$ cat src/rtl/ps2_rx_ctrl.sv
// ps2_rx_ctrl: PS/2 device-to-host receiver that folds E0/F0 prefixes into one 16-bit scan word with a one-cycle strobe in bit 15.
module ps2_rx_ctrl #(
  parameter int FILTER_LEN  = 8,
  parameter int TIMEOUT_CYC = 50000
) (
  input  logic        clk,
  input  logic        reset,
  input  logic        ps2_clk,
  input  logic        ps2_dat,
  input  logic        enable,
  output logic [15:0] code_word,
  output logic        code_valid,
  output logic        busy
);
  localparam int TW = $clog2(TIMEOUT_CYC + 1);
  typedef enum logic [2:0] {IDLE, DATA, PARITY, STOP, DONE} state_t;
  state_t        r_state;
  logic [1:0]    r_s1, r_s2, r_filt;
  logic [7:0]    r_fcnt [2];
  logic          r_clk_prev, r_fall;
  logic [2:0]    r_bit_cnt;
  logic [7:0]    r_byte;
  logic          r_par, r_frame_ok, r_par_ok, r_pend_ext, r_pend_brk, r_valid;
  logic [14:0]   r_word;
  logic [TW-1:0] r_to_cnt;
  logic          w_dat, w_in_frame, w_timeout;
  assign w_dat      = r_filt[0];
  assign w_in_frame = r_state inside {DATA, PARITY, STOP};
  assign w_timeout  = w_in_frame && r_to_cnt == TW'(TIMEOUT_CYC - 1);
  assign code_word  = {r_valid, r_word};
  assign code_valid = r_valid;
  assign busy       = r_state != IDLE;
  // bit 1 carries ps2_clk, bit 0 carries ps2_dat; both idle high
  always_ff @(posedge clk) begin
    if (reset) begin
      r_s1       <= 2'b11;
      r_s2       <= 2'b11;
      r_filt     <= 2'b11;
      r_clk_prev <= 1'b1;
      r_fall     <= 1'b0;
      for (int i = 0; i < 2; i++) r_fcnt[i] <= '0;
    end else begin
      r_s1       <= {ps2_clk, ps2_dat};
      r_s2       <= r_s1;
      r_clk_prev <= r_filt[1];
      r_fall     <= r_clk_prev & ~r_filt[1];
      for (int i = 0; i < 2; i++) begin
        if (r_s2[i] == r_filt[i]) r_fcnt[i] <= '0;
        else if (r_fcnt[i] == 8'(FILTER_LEN - 1)) begin
          r_filt[i] <= r_s2[i];
          r_fcnt[i] <= '0;
        end else r_fcnt[i] <= r_fcnt[i] + 1'b1;
      end
    end
  end
  always_ff @(posedge clk) begin
    if (reset) begin
      r_state    <= IDLE;
      r_bit_cnt  <= '0;
      r_byte     <= '0;
      r_par      <= 1'b0;
      r_frame_ok <= 1'b0;
      r_par_ok   <= 1'b0;
      r_pend_ext <= 1'b0;
      r_pend_brk <= 1'b0;
      r_valid    <= 1'b0;
      r_word     <= '0;
      r_to_cnt   <= '0;
    end else begin
      r_valid  <= 1'b0;
      // counts cycles since the last frame fall, so the abort lands TIMEOUT_CYC cycles after it
      r_to_cnt <= (r_fall && (w_in_frame || (r_state == IDLE && !w_dat))) ? TW'(1) :
                  w_in_frame ? r_to_cnt + 1'b1 : '0;
      if (!enable) begin
        r_state    <= IDLE;
        r_bit_cnt  <= '0;
        r_pend_ext <= 1'b0;
        r_pend_brk <= 1'b0;
        r_to_cnt   <= '0;
      end else if (w_timeout) begin
        r_state    <= IDLE;
        r_valid    <= 1'b1;
        r_word     <= {3'b0, 1'b1, 1'b0, r_pend_ext, r_pend_brk, 8'h00};
        r_pend_ext <= 1'b0;
        r_pend_brk <= 1'b0;
        r_to_cnt   <= '0;
      end else begin
        case (r_state)
          IDLE: if (r_fall && !w_dat) begin
            r_state   <= DATA;
            r_bit_cnt <= '0;
          end
          DATA: if (r_fall) begin
            r_byte    <= {w_dat, r_byte[7:1]};
            r_bit_cnt <= r_bit_cnt + 1'b1;
            if (r_bit_cnt == 3'd7) r_state <= PARITY;
          end
          PARITY: if (r_fall) begin
            r_par   <= w_dat;
            r_state <= STOP;
          end
          STOP: if (r_fall) begin
            r_frame_ok <= w_dat;
            r_par_ok   <= ^{r_byte, r_par};
            r_state    <= DONE;
          end
          default: begin
            r_state <= IDLE;
            if (!r_par_ok || !r_frame_ok || (r_byte != 8'hE0 && r_byte != 8'hF0)) begin
              r_valid    <= 1'b1;
              r_word     <= {3'b0, !r_frame_ok, !r_par_ok, r_pend_ext, r_pend_brk, r_byte};
              r_pend_ext <= 1'b0;
              r_pend_brk <= 1'b0;
            end else if (r_byte == 8'hE0) r_pend_ext <= 1'b1;
            else r_pend_brk <= 1'b1;
          end
        endcase
      end
    end
  end
endmodule

$ cat config.mk
export PLATFORM = sky130hd
export DESIGN_NAME = ps2_rx_ctrl
export DESIGN_NICKNAME = d
export VERILOG_FILES = /design/src/rtl/ps2_rx_ctrl.sv
export SDC_FILE = /design/constraint.sdc
export NUM_CORES = 1
export LEC_CHECK = 0
export CAP_MARGIN = 20
export CELL_PAD_IN_SITES_DETAIL_PLACEMENT = 0
export CELL_PAD_IN_SITES_GLOBAL_PLACEMENT = 1
export CORE_MARGIN = 2
export CORE_UTILIZATION = 38
export DETAILED_ROUTE_END_ITERATION = 16
export PLACE_DENSITY = 0.7
export SKIP_CTS_REPAIR_TIMING = 1
export SLEW_MARGIN = 10
export SYNTH_ARGS = -nofsm -noshare
export SYNTH_HDL_FRONTEND = slang
export SYNTH_SLANG_ARGS = --single-unit
$ cat constraint.sdc
create_clock -name clk -period 2.19 [get_ports clk]
set_input_delay 0.657 -clock clk [delete_from_list [all_inputs] [get_ports clk]]
set_output_delay 0.657 -clock clk [all_outputs]
set_load 0.05 [all_outputs]
==> run metrics, run 1 <==
CP startpoint=r_word[4]$_SDFFE_PP0P_; global route total overflow=0; static leakage=between 1.5 and 2 nW; count of nets after finishing=~380; portion of the post-synthesis area used by sequential elements=between 40% and 50%; Arr. time, crit path=approximately 1.5 ns; die span in y=between 90 and 100 um; Horiz. Die Dim=97.0 um; DR iter-0 viols=60; power dissipated by switching net loads=0.538 mW; main flop type after synthesis=sky130_fd_sc_hd__dfxtp_1; proportion of synthesized flip-flops having asynchronous set or reset=0%; clock network fraction of total power=approximately two fifths; worst setup path end=code_word[4]; post-DR wirelength/cell=roughly 12 um; net switching share of the total power=~22%; number of antenna violations at the first check in global routing=0; largest stage delay on the critical path=about 0.8 ns; slowest stage cell on the critical path=sky130_fd_sc_hd__clkdlybuf4s50_1; R2R depth=6; number of flops mapped to enable cells by yosys=16; Mean Syn Cell Area=approximately 10 um^2; worst reg2reg startpoint=r_to_cnt[0]$_SDFF_PP0_; portion of total power attributed to sequential cells=around 58%; Post-Syn Area=roughly 0.0033 mm^2; DRC Markers=0; Max rail drop VDD=~0.31 mV; largest fanout on the critical path=2; cell breakdown of the critical path=clkdlybuf4s50_1; pwr dens=~620 mW/mm^2; register bit count reported by yosys=a little over 70; post-synthesis cell type count=50; category of the worst setup path capture point=primary output; number of buffers on the longest clock path=2; CORE AREA=approximately 0.0083 mm^2; Worst-Margin Slew=between 0.5 and 0.6 ns; CTS root buffer=sky130_fd_sc_hd__clkbuf_8; total die area=between 0.009 and 0.01 mm^2; largest net degree at the start of global routing=16; combinational share of power=3.3%; total wirelength of the detailed-routed design=5910 um; Highest Clock Rate=around 470 MHz; worst endpoint required time=~1.5 ns; type of element launching the critical path=register; fraction of final layout cells sized beyond drive strength 1=between 10% and 20%; flop2flop setup slack=~0.31 ns; via count of the first global-routing pass=2,270; insertion delay to the later sink of the worst-skew pair=~0.34 ns; min-delay src=r_clk_prev$_SDFF_PP1_; worst hold path type=reg2reg; CP Class=reg2out; clock transition time at the flip-flop clock pins of the worst setup and hold paths=around 0.070 ns; level count of the clock H-tree=3; Crit path depth=1; Port Buffers=19; cell count after synthesis=330; Fin Clk Skew=0.00932 ns; Tcrit/Tclk final=between 90% and 100%; number of search-and-repair iterations in the first detailed-routing pass=4; first-pass GRT wire length=between 10,000 and 15,000 um; max-slew violation count=0; vias after detailed routing=between 2,000 and 2,500; final hold viol count=0; top-level port count=23; total buffers and inverters traversed by the critical path=1; unrepaired setup endpoints after global routing=false; count of inserted antenna diode cells=0; cts bufs inserted=9; internal power of the cells=about 1.9 mW; status=completed; Slew headroom=approximately two thirds; Detailed Place HPWL=approximately 4200 um; overall fraction of global-route tracks in use=13.7%; category of cells accounting for the largest share of critical-path delay=buffers and inverters; Setup TNS=0 ns; TritonCTS clock tree=built; Tmin final=around 2.1 ns; endpoint of the lowest-slack register-to-register path=r_word[6]$_SDFFE_PP0P_; total number of clock tree sinks=slightly above 70; routability cong.=~0.74; layout overhead on the synthesized area=17.5%; ratio of routed vias to standard cells=about 4.8; Yosys warnings=0; total setup violations reported at the end of the flow=0; number of nets with antenna violations after detailed routing=0; floorplan row count=33; final standard cell utilization of the core=between 40% and 50%; max-cap violations=0; initial core utilization=39.6%
-- cell families after synthesis --
kind of cell	Yosys count	synth area share, %
DFF	72	48.8
xor gates and xnor gates	35	9.75
muxes	14	4.27
adders and majority gates	5	1.90
buffers and inverters	33	4.53
and+or+nand+nor	142	21.9
AOI/OAI and AO/OA	27	8.61
other	2	0.229
-- layer usage --
layer,vias up,GRT usage (%),routed length [um]
met3,9,4.26,191
met2,24,21.9,2690
met5,-,0,0
met4,0,5.20,103
li1,1185,-,-
met1,1062,17.2,2930
-- power groups by stage --
stage,Combinational (mW),Sequential (mW),Clock (mW)
after floorplan,0.0601,1.41,0
after global placement,0.0782,1.41,0
after detailed placement,0.0787,1.42,0
after CTS,0.0792,1.38,0.982
after global routing,0.0883,1.39,1.03
final,0.0793,1.39,0.937
-- sequential cells by signal, indices dropped and copies added (netlist names), 2 cells and up --
register	flops
r_fcnt	16
r_to_cnt	16
r_word	12
r_byte	8
r_bit_cnt	3
r_state	3
r_filt	2
r_s1	2
r_s2	2
-- synthesized netlist by cell type, drive strengths merged, types with 3 or more instances --
| master | number | area share, % |
|---|---|---|
| nor2b | 3 | 0.57 |
| nor3 | 7 | 1.1 |
| nor2 | 49 | 5.6 |
| inv | 17 | 1.9 |
| ha | 5 | 1.9 |
| xnor2 | 16 | 4.3 |
| a21oi | 4 | 0.61 |
| nand4 | 7 | 1.5 |
| o21ai | 8 | 1.3 |
| nand2 | 28 | 3.2 |
| xor2 | 18 | 4.8 |
| nand3 | 17 | 2.6 |
| mux2i | 14 | 4.3 |
| or2 | 8 | 1.5 |
| dfxtp | 56 | 34 |
| clkbuf | 7 | 0.80 |
| edfxtp | 16 | 15 |
| buf | 8 | 1.7 |
| and3 | 7 | 1.4 |
| nand2b | 3 | 0.57 |
| o32ai | 9 | 4.3 |
-- layout make-up --
class / count / area, um^2
sequential: 72 / 1600
clock buffer: 11 / 153
clock inverter: 3 / 17.5
fill: 808 / 4440
tap: 105 / 131
inverter: 18 / 67.6
multi-input combinational: 242 / 1600
timing repair buffer: 29 / 290
-- worst min-delay path by stage --
| stage | cells past startpoint | to |
|---|---|---|
| after floorplan | 1 | r_s2[0]$_SDFF_PP1_ |
| after CTS | 2 | r_fall$_SDFF_PP0_ |
| after detailed placement | 1 | r_s2[1]$_SDFF_PP1_ |
| after global routing | 1 | r_s2[0]$_SDFF_PP1_ |
| final | 2 | r_fall$_SDFF_PP0_ |
| after global placement | 1 | r_s2[1]$_SDFF_PP1_ |
-- metrics by stage --
stage	power [mW]	hold WS (ns)	worst slack, ns	instance area, um^2	std cells
after floorplan	1.47	0.389	0.403	3350	347
after global placement	1.49	0.394	0.166	3670	466
after detailed placement	1.49	0.408	0.146	3670	466
after CTS	2.45	0.428	0.00159	3840	480
after global routing	2.50	0.445	0.00388	3860	480
final	2.40	0.421	0.0575	3860	480
-- cell usage in the layout (no fill, tap or decap), types with 3 or more instances in the layout --
cell | netlist | layout
sky130_fd_sc_hd__a21oi_1 | 4 | 4
sky130_fd_sc_hd__and3_1 | 6 | 6
sky130_fd_sc_hd__buf_4 | 4 | 10
sky130_fd_sc_hd__clkbuf_8 | 0 | 9
sky130_fd_sc_hd__clkdlybuf4s50_1 | 0 | 12
sky130_fd_sc_hd__conb_1 | 2 | 19
sky130_fd_sc_hd__dfxtp_1 | 56 | 56
sky130_fd_sc_hd__dlymetal6s2s_1 | 0 | 6
sky130_fd_sc_hd__edfxtp_1 | 16 | 16
sky130_fd_sc_hd__ha_1 | 5 | 5
sky130_fd_sc_hd__inv_1 | 17 | 17
sky130_fd_sc_hd__mux2i_1 | 14 | 14
sky130_fd_sc_hd__nand2_1 | 28 | 28
sky130_fd_sc_hd__nand2b_1 | 3 | 3
sky130_fd_sc_hd__nand3_1 | 17 | 17
sky130_fd_sc_hd__nand4_1 | 6 | 6
sky130_fd_sc_hd__nor2_1 | 49 | 49
sky130_fd_sc_hd__nor2b_1 | 3 | 3
sky130_fd_sc_hd__nor3_1 | 7 | 7
sky130_fd_sc_hd__o21ai_0 | 7 | 7
sky130_fd_sc_hd__o32ai_2 | 6 | 6
sky130_fd_sc_hd__or2_2 | 7 | 7
sky130_fd_sc_hd__xnor2_1 | 16 | 16
sky130_fd_sc_hd__xor2_1 | 18 | 18
No activity file was read; power rests on OpenSTA's default activity.
==> run 2, diff against run 1 <==
--- a/config.mk
+++ b/config.mk
@@ -5,6 +5,7 @@
 export SDC_FILE = /design/constraint.sdc
 export NUM_CORES = 1
 export LEC_CHECK = 0
+export ABC_CLOCK_PERIOD_IN_PS = 2300
 export CAP_MARGIN = 20
 export CELL_PAD_IN_SITES_DETAIL_PLACEMENT = 0
 export CELL_PAD_IN_SITES_GLOBAL_PLACEMENT = 1
==> constraint.sdc (replaced) <==
create_clock -name clk -period 2.3 [get_ports clk]
set_input_delay 0.69 -clock clk [delete_from_list [all_inputs] [get_ports clk]]
set_output_delay 0.69 -clock clk [all_outputs]
set_load 0.05 [all_outputs]
==> run 2 against run 1 <==
Compared with the run above:
- first-iteration DRC count rose by 40%
- sequential power is 5% lower
- sequential cell count did not move
- combinational power fell by 3.9%
- critical path type unchanged
- non-clock buffer count fell by 2
- critical endpoint is now code_word[10]
==> run metrics, run 2 (synthesis gave the netlist of run 1 again) <==
worst reg2reg startpoint=r_to_cnt[0]$_SDFF_PP0_ (unchanged); clock transition time at the flip-flop clock pins of the worst setup and hold paths=0.07 ns (about the same); top flop regs=r_fcnt (16), r_to_cnt (16), r_word (12) (unchanged); global route total overflow=0 (unchanged); TritonCTS clock tree=built (unchanged); unrepaired setup endpoints after global routing=false (unchanged); Highest Clock Rate=453 MHz; number of nets with antenna violations after detailed routing=0 (unchanged); Tmin final=about 2.2 ns; top-level port count=23 (unchanged); total die area=0.00940 mm^2 (unchanged); slowest stage cell on the critical path=sky130_fd_sc_hd__clkdlybuf4s50_1 (unchanged); max-cap violations=0 (unchanged); Slew headroom=65.0% (was 65.3%); number of buffers on the longest clock path=2 (unchanged); min-delay src=r_clk_prev$_SDFF_PP1_ (unchanged); Horiz. Die Dim=97.0 um (unchanged); total buffers and inverters traversed by the critical path=1 (unchanged); Arr. time, crit path=1.52 ns (was 1.48 ns); level count of the clock H-tree=3 (unchanged); category of the worst setup path capture point=primary output (unchanged); largest stage delay on the critical path=0.82 ns (was 0.80 ns); via count of the first global-routing pass=2,240 (was 2,270); Tcrit/Tclk final=a little over nine tenths; CP Class=reg2out (unchanged); number of cells on the worst hold path=2 (unchanged); ratio of routed vias to standard cells=4.73 (was 4.75); cts bufs inserted=9 (unchanged); final hold viol count=0 (unchanged); total wirelength of the detailed-routed design=5890 um (was 5910 um); layout overhead on the synthesized area=16.7% (was 17.5%); number of antenna violations at the first check in global routing=0 (unchanged); DRC Markers=0 (unchanged); total setup violations reported at the end of the flow=0 (unchanged); overall fraction of global-route tracks in use=13.5% (was 13.7%); post-DR wirelength/cell=12.3 um (about the same); Port Buffers=19 (unchanged); most frequent cells in the layout=56 x sky130_fd_sc_hd__dfxtp_1, 49 x sky130_fd_sc_hd__nor2_1, 28 x sky130_fd_sc_hd__nand2_1 (unchanged); max-slew violation count=0 (unchanged); worst hold path type=reg2reg (unchanged); largest fanout on the critical path=2 (unchanged); Worst-Margin Slew=0.520 ns (was 0.515 ns); fraction of final layout cells sized beyond drive strength 1=12.3% (was 12.8%); DR iter-0 viols=84 (was 60); first-pass GRT wire length=10,300 um (was 10,400 um); count of nets after finishing=380 (was 382); count of inserted antenna diode cells=0 (unchanged); Detailed Place HPWL=4160 um (was 4220 um); initial core utilization=39.6% (unchanged); die span in y=97.0 um (unchanged); number of search-and-repair iterations in the first detailed-routing pass=4 (unchanged); category of cells accounting for the largest share of critical-path delay=buffers and inverters (unchanged); leading cell type in the layout, fill and taps excluded=sky130_fd_sc_hd__dfxtp_1 (unchanged); type of element launching the critical path=register (unchanged); Setup TNS=0 ns (unchanged); CORE AREA=0.00830 mm^2 (unchanged); status=completed (unchanged); Crit path depth=1 (unchanged); R2R depth=6 (unchanged); cell breakdown of the critical path=clkdlybuf4s50_1 (unchanged); insertion delay to the later sink of the worst-skew pair=0.35 ns (was 0.34 ns); pwr dens=602 mW/mm^2 (was 622 mW/mm^2); worst endpoint required time=1.61 ns (was 1.53 ns); floorplan row count=33 (unchanged); CP startpoint=r_word[10]$_SDFFE_PP0P_ (was r_word[4]$_SDFFE_PP0P_); CTS root buffer=sky130_fd_sc_hd__clkbuf_8 (unchanged); Max rail drop VDD=0.272 mV (was 0.311 mV); routability cong.=0.731 (was 0.742); vias after detailed routing=2,268 (was 2,280); total chip power=2.31 mW (was 2.40 mW); largest net degree at the start of global routing=16 (unchanged); total number of clock tree sinks=72 (unchanged); static leakage=1.43 nW (was 1.55 nW); Fin Clk Skew=0.00555 ns (was 0.00932 ns)
## run 2: final cells by class
class                           instances  area (um^2)
Timing Repair Buffer                   27          260
Fill cell                             814         4470
Inverter                               18         67.6
Tap cell                              105          131
Clock inverter                          3         15.0
Clock buffer                           13          160
Multi-Input combinational cell        242         1600
Sequential cell                        72         1600
## run 2: final timing paths
kind,end,slack [ns]
worst max-delay path,code_word[10],0.09
worst min-delay path,r_fall$_SDFF_PP0_,0.41
worst max register to register,r_word[10]$_SDFFE_PP0P_,0.29
worst min register to register,r_fall$_SDFF_PP0_,0.41
## run 2: power by group
group	switching (mW)	leakage [nW]	total [mW]	internal, mW
Sequential	0.0124	0.617	1.32	1.31
Combinational	0.0483	0.723	0.0762	0.0280
Clock	0.459	0.0923	0.912	0.453
Total	0.519	1.43	2.31	1.79
## run 2: worst register-to-register path, cell delays in order (launching register included)
cell and delay (ns):
sky130_fd_sc_hd__dfxtp_1 0.38, sky130_fd_sc_hd__ha_1 0.22, sky130_fd_sc_hd__and3_2 0.24, sky130_fd_sc_hd__nand4_2 0.25, sky130_fd_sc_hd__o21ai_2 0.37, sky130_fd_sc_hd__and2_4 0.32, sky130_fd_sc_hd__o32ai_1 0.11
## run 2: per-layer routing
metal  wire length, um  vias to the layer above  global-route usage [%]
li1                  -                     1183                       -
met5                 0                        -                       0
met1              2930                     1055                    16.9
met2              2680                       22                    21.8
met3               186                        8                    4.19
met4                96                        0                    5.20
## run 2: metrics by stage
stage	instance area, um^2	std cells	hold slack [ns]	util (%)	worst slack, ns
after CTS	3830	480	0.416	46.2	0.0706
after detailed placement	3660	464	0.405	44.1	0.215
after floorplan	3350	347	0.389	-	0.513
final	3830	480	0.414	46.2	0.0949
after global routing	3830	480	0.439	46.2	0.0346
after global placement	3660	464	0.399	44.1	0.230
